**config.mk**
```make
export PLATFORM = sky130hd
export DESIGN_NAME = aes_block_loader
export DESIGN_NICKNAME = d
export VERILOG_FILES = /design/src/rtl/aes_pkg.sv /design/src/rtl/aes_word_packer.sv /design/src/rtl/aes_block_loader.sv
export SDC_FILE = /design/constraint.sdc
export NUM_CORES = 1
export LEC_CHECK = 0
export ABC_AREA = 0
export CORE_UTILIZATION = 45
export CTS_BUF_LIST = sky130_fd_sc_hd__clkbuf_2 sky130_fd_sc_hd__clkbuf_4 sky130_fd_sc_hd__clkbuf_8
export CTS_CLUSTER_SIZE = 10
export DETAILED_ROUTE_END_ITERATION = 10
export MAX_ROUTING_LAYER = met4
export PLACE_DENSITY = 0.84
export SYNTH_ARGS = -nofsm -noshare
export SYNTH_HDL_FRONTEND = slang
export SYNTH_SLANG_ARGS = --single-unit
```
**constraint.sdc**
```tcl
create_clock -name clk -period 5 [get_ports clk]
set_clock_uncertainty 0.1 [all_clocks]
set_input_delay 1.5 -clock clk [delete_from_list [all_inputs] [get_ports clk]]
set_output_delay 1.5 -clock clk [all_outputs]
set_load 0.01 [all_outputs]
```
**src/rtl/aes_pkg.sv**
```systemverilog
// Shared constants and state encoding for the AES block loader.
package aes_pkg;

  localparam int AES_WORD_W  = 32;
  localparam int AES_BLOCK_W = 128;
  localparam int AES_WORDS   = 4;

  typedef enum logic [1:0] {
    IDLE  = 2'd0,
    LOAD  = 2'd1,
    ISSUE = 2'd2
  } loader_state_t;

endpackage

```
**src/rtl/aes_word_packer.sv**
```systemverilog
// Shift-in collector: gathers WORDS words, first word ending in the top slot,
// and flags the edge on which the last word of a group arrives.
module aes_word_packer
  import aes_pkg::*;
#(
  parameter int WORD_W = AES_WORD_W,
  parameter int WORDS  = AES_WORDS
) (
  input  logic                      clk,
  input  logic                      rst,
  input  logic                      i_shift,
  input  logic                      i_clear,
  input  logic [WORD_W-1:0]         i_word,
  output logic [WORD_W*WORDS-1:0]   o_block,
  output logic                      o_complete
);

  localparam int BLOCK_W = WORD_W * WORDS;
  localparam int CNT_W   = $clog2(WORDS);
  localparam logic [CNT_W-1:0] LAST_IDX = CNT_W'(WORDS - 1);

  logic [BLOCK_W-1:0] r_shift;
  logic [CNT_W-1:0]   r_count;
  logic [BLOCK_W-1:0] w_next_shift;

  // The block including the word arriving this cycle, so a commit can use it directly.
  assign w_next_shift = {r_shift[BLOCK_W-WORD_W-1:0], i_word};
  assign o_block      = w_next_shift;
  assign o_complete   = i_shift && (r_count == LAST_IDX);

  // Shift register and word counter; the counter wraps to zero on the last word.
  always_ff @(posedge clk or negedge rst) begin
    if (!rst) begin
      r_shift <= {BLOCK_W{1'b0}};
      r_count <= {CNT_W{1'b0}};
    end else if (i_clear) begin
      r_shift <= {BLOCK_W{1'b0}};
      r_count <= {CNT_W{1'b0}};
    end else if (i_shift) begin
      r_shift <= w_next_shift;
      r_count <= r_count + CNT_W'(1);
    end else begin
      r_shift <= r_shift;
      r_count <= r_count;
    end
  end

endmodule

```
**src/rtl/aes_block_loader.sv**
```systemverilog
// Assembles 32-bit words into 128-bit key / plaintext groups and hands
// committed key+text pairs to the encryption core.
module aes_block_loader
  import aes_pkg::*;
#(
  parameter int WORD_W = AES_WORD_W,
  parameter int WORDS  = AES_WORDS
) (
  input  logic                      clk,
  input  logic                      rst,
  input  logic                      in_valid,
  output logic                      in_ready,
  input  logic [WORD_W-1:0]         in_data,
  input  logic                      in_sel,
  input  logic                      flush,
  output logic [WORD_W*WORDS-1:0]   text_out,
  output logic [WORD_W*WORDS-1:0]   key_out,
  output logic                      out_valid,
  input  logic                      out_ready,
  output logic                      key_loaded,
  output logic                      err
);

  localparam int BLOCK_W = WORD_W * WORDS;

  loader_state_t      r_state;
  loader_state_t      w_next_state;
  logic               r_sel;
  logic               r_in_ready;
  logic               r_out_valid;
  logic               r_key_loaded;
  logic               r_err;
  logic [BLOCK_W-1:0] r_text;
  logic [BLOCK_W-1:0] r_key;

  logic               w_take;
  logic               w_clear;
  logic               w_complete;
  logic [BLOCK_W-1:0] w_block;
  logic               w_key_commit;
  logic               w_text_commit;
  logic               w_drop;

  // Flush beats a coinciding word; neither can happen while a block is issued.
  assign w_take  = in_valid && r_in_ready && !flush;
  assign w_clear = flush && r_in_ready;

  aes_word_packer #(
    .WORD_W (WORD_W),
    .WORDS  (WORDS)
  ) u_packer (
    .clk        (clk),
    .rst        (rst),
    .i_shift    (w_take),
    .i_clear    (w_clear),
    .i_word     (in_data),
    .o_block    (w_block),
    .o_complete (w_complete)
  );

  // Next-state and commit decisions.
  always_comb begin
    w_next_state  = r_state;
    w_key_commit  = 1'b0;
    w_text_commit = 1'b0;
    w_drop        = 1'b0;
    case (r_state)
      IDLE: begin
        if (w_take) begin
          w_next_state = LOAD;
        end else begin
          w_next_state = IDLE;
        end
      end
      LOAD: begin
        if (flush) begin
          w_next_state = IDLE;
        end else if (w_complete) begin
          if (r_sel) begin
            w_key_commit = 1'b1;
            w_next_state = IDLE;
          end else if (r_key_loaded) begin
            w_text_commit = 1'b1;
            w_next_state  = ISSUE;
          end else begin
            w_drop       = 1'b1;
            w_next_state = IDLE;
          end
        end else begin
          w_next_state = LOAD;
        end
      end
      ISSUE: begin
        if (out_ready) begin
          w_next_state = IDLE;
        end else begin
          w_next_state = ISSUE;
        end
      end
      default: begin
        w_next_state = IDLE;
      end
    endcase
  end

  // State, handshake flags and committed blocks.
  always_ff @(posedge clk or negedge rst) begin
    if (!rst) begin
      r_state      <= IDLE;
      r_sel        <= 1'b0;
      r_in_ready   <= 1'b1;
      r_out_valid  <= 1'b0;
      r_key_loaded <= 1'b0;
      r_err        <= 1'b0;
      r_text       <= {BLOCK_W{1'b0}};
      r_key        <= {BLOCK_W{1'b0}};
    end else begin
      r_state     <= w_next_state;
      r_in_ready  <= (w_next_state != ISSUE);
      r_out_valid <= (w_next_state == ISSUE);
      r_err       <= w_drop;
      if (r_state == IDLE && w_take) begin
        r_sel <= in_sel;
      end else begin
        r_sel <= r_sel;
      end
      if (w_key_commit) begin
        r_key        <= w_block;
        r_key_loaded <= 1'b1;
      end else begin
        r_key        <= r_key;
        r_key_loaded <= r_key_loaded;
      end
      if (w_text_commit) begin
        r_text <= w_block;
      end else begin
        r_text <= r_text;
      end
    end
  end

  assign in_ready   = r_in_ready;
  assign out_valid  = r_out_valid;
  assign key_loaded = r_key_loaded;
  assign err        = r_err;
  assign text_out   = r_text;
  assign key_out    = r_key;

endmodule
```
==> qor.txt <==
Crit share post-route = 0.657
FF+latch count, synth = 361
Post-Synthesis Cell Area = 13200 um^2
Mean post-synth cell area = 16.8 um^2
Unrepaired setup endpoints after global routing = no
Crit path max-delay family = flip-flops
IR drop worst, VDD = 233 uV
Final Hold Fails = 0
Netlist cell types = 24
Via count = 8087
Required @ worst endpoint = 3.40 ns
Final Worst Setup Slack = 1.72 ns
Cells after synthesis = 784
Setup CP Type = flop to output pin
Grt peak-use layer = met2
Status = finished clean
Clock Tree Buf Depth = 3
CP Data Arrival Time = 1.68 ns
Hold_buf cts = 0
Number of I/O pins = 298
I/O Buffers = 297
Core area = 28800 um^2
TNS Setup = 0 ns
Crit path time final = 3.28 ns
Post-CTS resize count = 0
Seq/Total Area, Yosys = 0.685
Final #Nets = 1143
GRT overflow = 0
Total GRT Usage = 0.222
Clock slew at reported path FFs = 0.06 ns
Pin count of the biggest net entering global routing = 112
FMAX = 0.304 GHz
Endpoints failing setup = 0
CTS HTree Levels = 2
First-pass GRT wire length = 50.3 mm
Crit-path cells = clkdlybuf4s50_1
Yosys top cell area share = 0.683
Area Overhead vs Synth = 35.8%
Syn Nets = 823
Die area = 30000 um^2
Top post-synthesis cells by area = dfrtp_1 68%, mux2_2 15%, mux2_1 7.4%
Vias per cell = 5.28
Count leader, synth = dfrtp_1
Synth Flop Type = dfrtp_1
CP bufs+invs = 1
Met1 GRT Util = 0.306
Vias in the first global route = 8387
CP max stage delay = 0.57 ns
Post-synth EDFFs = 0
Drt wl/cell = 20.7 um
Post-DP HPWL = 20.9 mm
Most frequent cells after synthesis = 360 x dfrtp_1, 170 x mux2_2, 97 x a22o_1
Power per cell area = 334 nW/um^2
DP Worst Slack = 1.19 ns
Rows = 62
Yosys top cell by area = dfrtp_1
Antenna violations before repair = 0
Worst-margin pin slew = 0.863 ns
HP Class = flop to flop
Chip height = 173 um
Met2 Use GR = 0.326
Worst-Skew Late Latency = 0.58 ns
Post-DP Area = 16600 um^2
Startpoint Class = flop
CTS buffer count = 55
First DRT Iteration DRCs = 410
Antenna Violating Nets Remaining = 0
YS warnings = 0
Starting Density = 0.458
Drt total wl = 31.7 mm
Maxcap violations = 0
Ys async rst share = 1.00
Flop2flop setup slack = 2.75 ns
Chip width = 173 um
Met3 Use GR = 0.0457
Design area = 17900 um^2
Clk root buf = clkbuf_8
Slowest CP cell = dfstp_2
Drt drc = 0
Crit path max fanout = 4
Gp weighted congestion = 0.812
Drt pass-1 iters = 5
Share of cells above drive strength 1 = 0.254
P_leak = 8.67 nW
Slew Viols, Final = 0
CTS tree = built
Worst slew margin = 0.424
Clock Sinks = 361
Setup crit end kind = output pin
Setup Fix Bufs, Post-CTS = 0
## worst reg2reg max path, cell delays in order (launching register included)
cell and delay (ns):
dfrtp_1 0.36, ha_1 0.19, nand4bb_1 0.19, nor4b_4 0.45
buf_12 0.36, mux2_1 0.46
## per-stage QoR
step | total power (W) | hold WS, ns | util | instances
2_1_floorplan | 0.00313 | 0.366 | - | 784
3_3_place_gp | 0.00330 | 0.366 | 0.578 | 1431
3_5_place_dp | 0.00331 | 0.374 | 0.578 | 1431
4_1_cts | 0.00604 | 0.387 | 0.622 | 1532
5_1_grt | 0.00621 | 0.401 | 0.622 | 1532
6_report | 0.00597 | 0.382 | 0.622 | 1533
## cell usage in the layout (no fill, tap or decap), drive strengths merged
cell type and count:
a22o 97, nor3 4, dfrtp 360, nand3 1
bufinv 4, nor2 2, diode 1, dfstp 1
nor4b 1, ha 1, or2 1, buf 15
a21o 2, nand4bb 1, a21oi 1, mux2 257
o21ai 2, clkbuf 93, mux2i 1, clkinv 2
inv 1, clkdlybuf4s50 296, clkinvlp 1, nand3b 1
nand2 3
## area by class of cell
type	count	area [um^2]
Clock inverter	8	146
Multi-Input combinational cell	375	3910
Antenna cell	1	2.50
Sequential cell	361	9030
Tap cell	384	480
Fill cell	2085	10900
Timing Repair Buffer	311	3210
Clock buffer	93	1130
## power by group
group | internal (W) | switching (W)
Sequential | 0.00297 | 0.0000507
Combinational | 0.000105 | 0.000131
Clock | 0.00162 | 0.00109
Total | 0.00470 | 0.00128
## flip-flops by register name (all words and copies together) (netlist names)
name              cells
r_sel                 1
text_out            128
in_ready              1
u_packer.r_count      2
r_state               2
err                   1
u_packer.r_shift     96
key_out             128
key_loaded            1
out_valid             1
## routing by layer
layer / vias up / part of all wire
met5: - / 0
met4: 0 / 0.029
met3: 61 / 0.058
met2: 280 / 0.46
met1: 4218 / 0.45
li1: 3528 / -
## worst paths after layout
check / from / to / cells after the start
min in group asynchronous: rst / text_out[16]$_DFFE_PN0P_ / 1
max reg2reg: u_packer.r_count[0]$_DFFE_PN0P_ / text_out[31]$_DFFE_PN0P_ / 5
max: in_ready$_DFF_PN1_ / in_ready / 1
max in group asynchronous: rst / u_packer.r_shift[70]$_DFFE_PN0P_ / 2
min reg2reg: text_out[18]$_DFFE_PN0P_ / text_out[18]$_DFFE_PN0P_ / 1
min: text_out[18]$_DFFE_PN0P_ / text_out[18]$_DFFE_PN0P_ / 1
## cell families (layout without fill, tap and decap cells)
group                    after synthesis  count (layout)  synth area share
multiplexers                         258             258             0.220
AND/OR/NAND/NOR                       14              14           0.00636
AO/OA/AOI/OAI                        102             102            0.0667
adder cells (fa/ha/maj)                1               1          0.000948
flip-flops                           361             361             0.685
buffers and inverters                 48             412            0.0209
other                                  0               1                 0
(Power assumes the default switching activity.)
